[src/rtl/fetch_sequencer.sv]
// fetch_sequencer: instruction fetch front end for the 5-stage core.
//
// Owns the fetch PC, drives the word-indexed instruction memory read port (combinational read)
// and queues {pc, instr} pairs in a small in-order buffer. The IF/ID stage consumes the buffer
// head through a valid/ready handshake. EX-stage redirects flush the buffer and reload the PC;
// a level halt request stops new fetches while the buffer keeps draining.
//
// Ports:
//   clk            core clock, all state updates on the rising edge
//   reset          synchronous, active-high reset
//   imem_addr      byte address to instruction memory (always the fetch PC)
//   imem_rdata     instruction word read combinationally at imem_addr
//   imem_en        high in cycles where imem_rdata is captured into the buffer
//   redirect_valid EX-stage taken branch/jump this cycle
//   redirect_pc    redirect target byte address (low two bits ignored)
//   halt_req       level; no new fetches are issued while high
//   out_valid      buffer head entry valid
//   out_ready      IF/ID accepts the head entry
//   out_pc         byte PC of the head entry
//   out_instr      instruction word of the head entry
//   fetch_fault    out-of-range fetch flag (sticky until reset)
//
// Optional feature: define IMEM_BOUNDS_CHECK_EN to enable the instruction memory bounds check.
// A fetch attempt at a word index >= IMEM_DEPTH then moves the sequencer into a terminal fault
// state that only reset leaves. Without the macro the PC wraps freely and fetch_fault is 0.
//
// Parameters:
//   RESET_PC    fetch address loaded on reset
//   IMEM_DEPTH  instruction memory depth in words (bounds check only)
//   BUF_DEPTH   fetch buffer entries; power of two, >= 2

module fetch_sequencer #(
  parameter logic [31:0] RESET_PC   = 32'h0000_0000,
  parameter int unsigned IMEM_DEPTH = 64,
  parameter int unsigned BUF_DEPTH  = 2
) (
  input  logic        clk,
  input  logic        reset,
  output logic [31:0] imem_addr,
  input  logic [31:0] imem_rdata,
  output logic        imem_en,
  input  logic        redirect_valid,
  input  logic [31:0] redirect_pc,
  input  logic        halt_req,
  output logic        out_valid,
  input  logic        out_ready,
  output logic [31:0] out_pc,
  output logic [31:0] out_instr,
  output logic        fetch_fault
);

  localparam int unsigned PtrW = $clog2(BUF_DEPTH);
  localparam int unsigned CntW = PtrW + 1;

  localparam logic [PtrW-1:0] PtrOne  = PtrW'(1);
  localparam logic [CntW-1:0] CntOne  = CntW'(1);
  localparam logic [CntW-1:0] CntZero = CntW'(0);
  localparam logic [CntW-1:0] CntFull = CntW'(BUF_DEPTH);

`ifdef IMEM_BOUNDS_CHECK_EN
  localparam bit BoundsCheck = 1'b1;
`else
  localparam bit BoundsCheck = 1'b0;
`endif

  typedef enum logic [1:0] {
    StBoot,
    StRun,
    StHalted,
    StFault
  } state_e;

  state_e            state_q, state_d;
  logic [31:0]       fetch_pc_q, fetch_pc_d;
  logic [PtrW-1:0]   head_q, head_d;
  logic [PtrW-1:0]   tail_q, tail_d;
  logic [CntW-1:0]   count_q, count_d;
  logic [31:0]       out_pc_q, out_pc_d;
  logic [31:0]       out_instr_q, out_instr_d;

  // Buffer storage carries no reset; validity is tracked by count_q alone.
  logic [31:0]       buf_pc_q    [BUF_DEPTH];
  logic [31:0]       buf_instr_q [BUF_DEPTH];

  logic              pop;
  logic              redirect_take;
  logic              issue_try;
  logic              out_of_range;
  logic              fault_trip;
  logic              push;
  logic [CntW-1:0]   remain;

  // ---------------------------------------------------------------------------------------------
  // Handshake, issue and redirect decisions
  // ---------------------------------------------------------------------------------------------
  always_comb begin
    pop           = out_valid && out_ready;
    redirect_take = redirect_valid && ((state_q == StRun) || (state_q == StHalted));
    // A full buffer can still accept a fetch when the head leaves in the same cycle.
    issue_try     = (state_q == StRun) && !halt_req && !redirect_valid &&
                    ((count_q != CntFull) || pop);
    out_of_range  = {2'b00, fetch_pc_q[31:2]} >= IMEM_DEPTH;
    fault_trip    = BoundsCheck && issue_try && out_of_range;
    push          = issue_try && !fault_trip;
  end

  // ---------------------------------------------------------------------------------------------
  // Control state
  // ---------------------------------------------------------------------------------------------
  always_comb begin
    state_d = state_q;
    unique case (state_q)
      StBoot:   state_d = halt_req ? StHalted : StRun;
      StRun: begin
        if (fault_trip) begin
          state_d = StFault;
        end else if (halt_req) begin
          state_d = StHalted;
        end
      end
      StHalted: begin
        if (!halt_req) begin
          state_d = StRun;
        end
      end
      StFault:  state_d = StFault;
      default:  state_d = StBoot;
    endcase
  end

  // ---------------------------------------------------------------------------------------------
  // Fetch PC, buffer pointers and head output registers
  // ---------------------------------------------------------------------------------------------
  always_comb begin
    fetch_pc_d  = fetch_pc_q;
    head_d      = head_q;
    tail_d      = tail_q;
    count_d     = count_q;
    out_pc_d    = out_pc_q;
    out_instr_d = out_instr_q;
    // Entries still queued after this cycle's pop, before this cycle's push.
    remain      = count_q - (pop ? CntOne : CntZero);

    if (redirect_take) begin
      // Flush wins over everything; the head registers keep their last values.
      fetch_pc_d = redirect_pc & 32'hFFFF_FFFC;
      head_d     = '0;
      tail_d     = '0;
      count_d    = '0;
    end else begin
      if (push) begin
        tail_d     = tail_q + PtrOne;
        fetch_pc_d = fetch_pc_q + 32'd4;
      end
      if (pop) begin
        head_d = head_q + PtrOne;
      end
      count_d = remain + (push ? CntOne : CntZero);

      // The next head is either an older queued entry or, when nothing else remains, the word
      // being captured right now (which bypasses the storage array).
      if (remain != CntZero) begin
        out_pc_d    = buf_pc_q[head_d];
        out_instr_d = buf_instr_q[head_d];
      end else if (push) begin
        out_pc_d    = fetch_pc_q;
        out_instr_d = imem_rdata;
      end
    end
  end

  always_ff @(posedge clk) begin
    if (reset) begin
      state_q     <= StBoot;
      fetch_pc_q  <= RESET_PC;
      head_q      <= '0;
      tail_q      <= '0;
      count_q     <= '0;
      out_pc_q    <= '0;
      out_instr_q <= '0;
    end else begin
      state_q     <= state_d;
      fetch_pc_q  <= fetch_pc_d;
      head_q      <= head_d;
      tail_q      <= tail_d;
      count_q     <= count_d;
      out_pc_q    <= out_pc_d;
      out_instr_q <= out_instr_d;
    end
  end

  always_ff @(posedge clk) begin
    if (push && !reset) begin
      buf_pc_q[tail_q]    <= fetch_pc_q;
      buf_instr_q[tail_q] <= imem_rdata;
    end
  end

  // ---------------------------------------------------------------------------------------------
  // Outputs
  // ---------------------------------------------------------------------------------------------
  assign imem_addr = fetch_pc_q;
  assign imem_en   = push && !reset;
  assign out_valid = (count_q != CntZero);
  assign out_pc    = out_pc_q;
  assign out_instr = out_instr_q;

`ifdef IMEM_BOUNDS_CHECK_EN
  // The fault state is terminal until reset, so the flag is sticky by construction.
  assign fetch_fault = (state_q == StFault);
`else
  assign fetch_fault = 1'b0;
`endif

endmodule

[config.mk]
export PLATFORM = sky130hd
export DESIGN_NAME = fetch_sequencer
export DESIGN_NICKNAME = d
export VERILOG_FILES = /design/src/rtl/fetch_sequencer.sv
export SDC_FILE = /design/constraint.sdc
export NUM_CORES = 1
export LEC_CHECK = 0
export BUFFER_PORTS_ARGS = -buffer_cell sky130_fd_sc_hd__buf_2
export CORE_MARGIN = 10
export CORE_UTILIZATION = 35
export CTS_BUF_LIST = sky130_fd_sc_hd__clkbuf_16
export DETAILED_ROUTE_END_ITERATION = 7
export HOLD_SLACK_MARGIN = 0.12
export SLEW_MARGIN = 0
export SYNTH_ARGS = -nofsm -noshare
export SYNTH_HDL_FRONTEND = slang
export SYNTH_SLANG_ARGS = --single-unit
[constraint.sdc]
create_clock -name clk -period 8.76 [get_ports clk]
set_clock_uncertainty 0.05 [all_clocks]
set_input_delay 0.876 -clock clk [delete_from_list [all_inputs] [get_ports clk]]
set_output_delay 0.876 -clock clk [all_outputs]
set_load 0.02 [all_outputs]
Word-level counts from Yosys, hierarchy flattened
Memory sizes are Yosys's and may differ from the RTL's. Index checks and enable logic that the tools add are counted.

Flip-flop bits (word level): 102. RAM bits: 128. Bits of input ports: 69. Output and inout port bits: 99. Word-level logic and storage cells: 57. Memories kept: 2.

$add $sub $neg: 5. Equal/unequal tests: 6. Multiplexer cells: 16. Bitwise operators: 1. Reductions and logical operators: 19.

Memory list: buf_instr_q (words 2, bits a word 32, read ports 1, clocked after memory_dff 0, write ports 1, RTL line 83) `logic [31:0] buf_instr_q [BUF_DEPTH];`; buf_pc_q (words 2, bits a word 32, read ports 1, clocked after memory_dff 0, write ports 1, RTL line 82) `logic [31:0] buf_pc_q [BUF_DEPTH];`.

Operators by type and width (count): two-way mux 32 bit (6); adder 32 x 3 -> 32 bit, second input constant (1); case mux 2 bit (4 select lines) (1); nonzero test 2 bit (4); logical AND 1 bit (6); two-way mux 1 bit (6); two-way mux 2 bit (3); != test 2 bit, second input constant (3); == test 2 bit, second input constant (2); AND reduction 2 bit (2); logical NOT 1 bit (3); adder 1 bit, second input constant (2); adder 2 x 1 -> 2 bit (1); == test 2 x 1 -> 1 bit, second input constant (1); logical NOT 2 bit (1); logical OR 1 bit (2); OR reduction 2 bit (1); subtractor 2 x 1 -> 2 bit (1); inverter 1 bit (1).

Longest topological paths before layout
Depth in word-level cells: 7. Gate-level depth with buffers: 9. Depth with buffers taken out: 8.

Least setup slack after synthesis
No wires, ideal clock.

Path type: input-to-reg. Start point: in halt_req. End point: mem buf_instr_q[0][0] (enable). Library setup time: 0.558 ns. Data arrival time: 5.756 ns. Data required time: 8.152 ns. Setup slack: 2.396 ns. Stages on the path: 4. Buffers on the path: 1. Cells stage by stage: nand2b_1 > or3_1 > clkbuf_1 > nor3_1.

Longest elaborated chain between the ends: 7.

RTL lines: start, declared (RTL line 44) `input logic halt_req,`; logical NOT 1 bit; logical AND 1 bit (3 in series) (RTL line 100) `issue_try = (state_q == StRun) && !halt_req && !redirect_valid &&`; logical AND 1 bit (RTL line 193) `if (push && !reset) begin`; two-way mux 1 bit (RTL line 193); two-way mux 1 bit (implied by the code) (RTL line 195) `buf_instr_q[tail_q] <= imem_rdata;`; end, declared (RTL line 83).

Every way passes these cells.

Worst setup path after layout
Start point: reg count_q[0]. End point: reg out_pc_q[17] (netlist: out_pc[17]).

Longest elaborated chain between the ends: 7. Elaborated cells on any way between the ends: 14. Classes of those cells: add/sub (1); eq/ne (1); mux (4); reduce/logical (7); memory (1).

RTL lines: start, declared (RTL line 77) `logic [CntW-1:0] count_q, count_d;`; start signal, assigned (RTL line 186) `count_q <= count_d;`; nonzero test 2 bit (RTL line 204) `assign out_valid = (count_q != CntZero);`; logical AND 1 bit (RTL line 97) `pop = out_valid && out_ready;`; two-way mux 1 bit (RTL line 142) `remain = count_q - (pop ? CntOne : CntZero);`; subtractor 2 x 1 -> 2 bit (RTL line 142); nonzero test 2 bit (RTL line 162) `if (remain != CntZero) begin`; nonzero test 2 bit (no line); AND reduction 2 bit (no line); end signal, assigned (RTL line 187) `out_pc_q <= out_pc_d;`; end, declared (RTL line 78) `logic [31:0] out_pc_q, out_pc_d;`.

Parallel ways exist; a longest one is shown, timed or not. The select of a mux whose other input is x is not followed. A chain may end at the register's enable or synchronous reset.

==> flow_summary_export.csv <==
group,metric,value,unit
run_status,status,"complete, no violations",
grt,grt_pass1_vias,6424,
critical_path,crit_fanout,32,
routing,initialDrtViolationCount,354,
critical_path,r2r-start,"count_q[0]$_SDFF_PP0_",
synth,synth_flop_cell,"edfxtp_1",
pwr,p_seq_share,44.3,%
synth,async_flop_share,0,%
synth,synth_compound_area_share,14.7,%
worst_hold_path,hold_class,"flop to flop",
clock_tree,ctsHoldBuffers,0,
pwr,intPower,2.07,mW
clock_tree,path_clk_slew,0.06,ns
synth,ys_types,46,
routing,wl_per_cell,19.5,um
routing,viasPerCell,5.25,
clock_tree,clock_latency,0.52,ns
clock_tree,clock_path_buffers,3,
grt,use_met1,18.5,%
timing,layout_min_cycle_time,3.41,ns
timing,hold_viol_final,0,
clock_tree,htreeDepth,1,
pwr,power_leakage,4.12,nW
synth,ys_seq_elements,222,
synth,synth-adder-area-share,1.01,%
pwr,ir_worst_vdd,0.150,mV
layout,post-route-util,43.3,%
grt,antenna_found_initial,2,
critical_path,critPathLaunch,"count_q[0]$_SDFF_PP0_",
critical_path,required,9.16,ns
layout,drive_above_1_share,23.9,%
synth,syn_area,0.00865,mm2
grt,grt_max_degree,63,
placed_design,numPortBuffers,160,
timing,slew_viol_final,0,
pwr,switchingPower,1.02,mW
synth,synth_edf_count,124,
pwr,combPwrFrac,24.2,%
layout,finalNetCount,960,
pwr,switching_share,33.0,%
synth,synth-simple-area-share,12.9,%
clock_tree,cts_resized,0,
floorplan,die_h,177,um
critical_path,startpoint_type,"flop",
worst_hold_path,hp-start,"out_pc[18]$_SDFFE_PP0P_",
timing,tightestPinTransition,1.06,ns
floorplan,rows,57,
placed_design,gp_congestion,0.825,
floorplan,ios,168,
clock_tree,cts.sinks,222,
routing,num_vias,6442,
grt,met2_usage,24.7,%
timing,slew_headroom,29.0,%
routing,drtAntennaViolNets,0,
routing,first_pass_iters,5,
placed_design,dp_hpwl,15.1,mm
synth,synth_xor_area_share,2.23,%
pwr,power.density,293,mW/mm2
critical_path,critPathKind,"flop to flop",
floorplan,die_w,177,um
timing,setup_viol,0,
timing,finalSetupTns,0,ns
run,max_cap_violations,0,
grt,grt_pass1_wl,36.9,mm
critical_path,cp-end-kind,"flop",
floorplan,dieArea,0.0314,mm2
floorplan,core_area,0.0243,mm2
synth,postSynthAreaPerCell,11.8,um2
clock_tree,cts_buffers,24,
synth,ys_warn_count,0,
synth,muxShareOfSynthArea,0.246,%
grt,grt_util_all_layers,14.7,%
grt,use_met3,3.86,%
clock_tree,cts_tree,"yes",
timing,rsz0062_at_grt,"false",
routing,wl,23.9,mm
synth,syn_inst,735,
timing,max_freq,0.293,GHz
synth,yosysSeqAreaShare,65.8,%
layout,fill_cells,2271,
floorplan,start_util,35.6,%
clock_tree,root_buffer,"clkbuf_16",
timing,period_share,38.9,%
grt,grt_overflow_total,0,
clock_tree,postCtsSetupRepairBufs,0,
grt,grt-busiest-layer,"met2",
layout,areaGrowthSynthToFinish,21.8,%
pwr,pwr-share-clk,31.5,%
synth,synth_top_family_by_area,"compound AO/OA/AOI/OAI gates",
critical_path,cp.arrival,3.81,ns
routing,drc,0,
==> synthesized netlist by cell type, drive strengths merged (3+ instances only) <==
library cell / count / area [um2]
a211oi: 17 / 128
a21oi: 68 / 340
a221o: 62 / 621
a311oi: 7 / 61.3
and2: 4 / 25.0
buf: 7 / 53.8
clkbuf: 42 / 158
dfxtp: 98 / 1960
edfxtp: 124 / 3720
ha: 7 / 87.6
inv: 14 / 52.6
nand2: 144 / 541
nand2b: 3 / 18.8
nand3: 7 / 35.0
nand4: 6 / 52.6
nor2: 37 / 139
nor3: 7 / 35.0
nor4: 13 / 81.3
o21ai: 3 / 15.0
o31ai: 6 / 45.0
or2: 3 / 18.8
or3: 7 / 48.8
or4: 9 / 71.3
xnor2: 16 / 140
xor2: 6 / 52.6
==> cell usage in the layout, fill, tap and decap left out, drive strengths merged, types with 4 or more instances in the layout <==
cell type / n
a211oi: 17
a21oi: 68
a221o: 62
a311oi: 7
and2: 4
buf: 168
clkbuf: 25
clkinv: 8
conb: 5
dfxtp: 98
edfxtp: 124
ha: 7
inv: 22
nand2: 144
nand3: 7
nand4: 6
nor2: 37
nor3: 7
nor4: 13
o31ai: 6
or3: 7
or4: 9
xnor2: 16
xor2: 6
==> state kept, by name (all words and copies together) (netlist names) <==
| register | count |
|---|---|
| buf_pc_q | 60 |
| state_q | 2 |
| out_pc | 30 |
| count_q | 2 |
| out_instr | 32 |
| imem_addr | 30 |
| buf_instr_q | 64 |
| head_q | 1 |
| tail_q | 1 |
==> per-stage QoR <==
| stage | area [um2] | std cells | hold WS [ns] | worst slack, ns | power, mW |
|---|---|---|---|---|---|
| after floorplan | 8660 | 739 | 0.449 | 2.40 | 1.84 |
| after global placement | 9770 | 1182 | 0.413 | 5.07 | 2.14 |
| after detailed placement | 9770 | 1182 | 0.419 | 5.02 | 2.15 |
| after CTS | 10500 | 1226 | 0.433 | 5.27 | 3.13 |
| after global routing | 10500 | 1226 | 0.443 | 4.98 | 3.25 |
| final | 10500 | 1227 | 0.429 | 5.35 | 3.08 |
==> per-layer routing <==
layer | routed length (um) | part of all wire [%] | vias to the layer above
li1 | - | - | 3040
met3 | 1770 | 7.4 | 25
met1 | 10700 | 45 | 3170
met4 | 306 | 1.3 | 2
met5 | 20 | 0.084 | -
met2 | 11200 | 47 | 205
==> cell type report <==
type	instances	area, um2	area share [%]
clock inverters	19	134	1.27
diodes	1	2.50	0.0238
multi-input cells	454	2760	26.2
well taps	324	405	3.85
clock buffers	25	626	5.94
flip-flops and latches	222	5690	54.0
inverters	14	52.6	0.499
repair buffers	168	861	8.18
==> cell families (layout without fill, tap and decap cells) <==
kind of cell               count (synthesis)  after routing
AOI/OAI and AO/OA                        171            171
xor gates and xnor gates                  22             22
adders and majority gates                  7              7
and+or+nand+nor                          247            247
muxes                                      2              2
buffers and inverters                     63            226
other                                      1              6
DFF                                      222            222
==> power groups by stage <==
| stage | Clock (mW) | Sequential, mW | Combinational, mW |
|---|---|---|---|
| floorplan | 0 | 1.50 | 0.338 |
| global placement | 0 | 1.39 | 0.752 |
| detailed placement | 0 | 1.39 | 0.762 |
| CTS | 1.00 | 1.37 | 0.764 |
| global route | 1.04 | 1.39 | 0.819 |
| finish | 0.970 | 1.37 | 0.746 |
==> critical path, cell delays in order, from the launching register on <==
cell and delay (ns):
dfxtp_1 0.33, o21ai_0 0.70, inv_1 0.10, ha_1 0.22
xnor2_1 0.26, a31oi_1 0.18, nor2_4 0.71, buf_4 0.53
a221o_1 0.23
==> worst paths after layout <==
check                       endpoint  slack (ns)  cells past startpoint
max          out_pc[17]$_SDFFE_PP0P_        5.35                      8
min          out_pc[18]$_SDFFE_PP0P_        0.43                      1
max reg2reg  out_pc[17]$_SDFFE_PP0P_        5.35                      8
min reg2reg  out_pc[18]$_SDFFE_PP0P_        0.43                      1
Note: power is estimated with default switching activity, not from simulation.
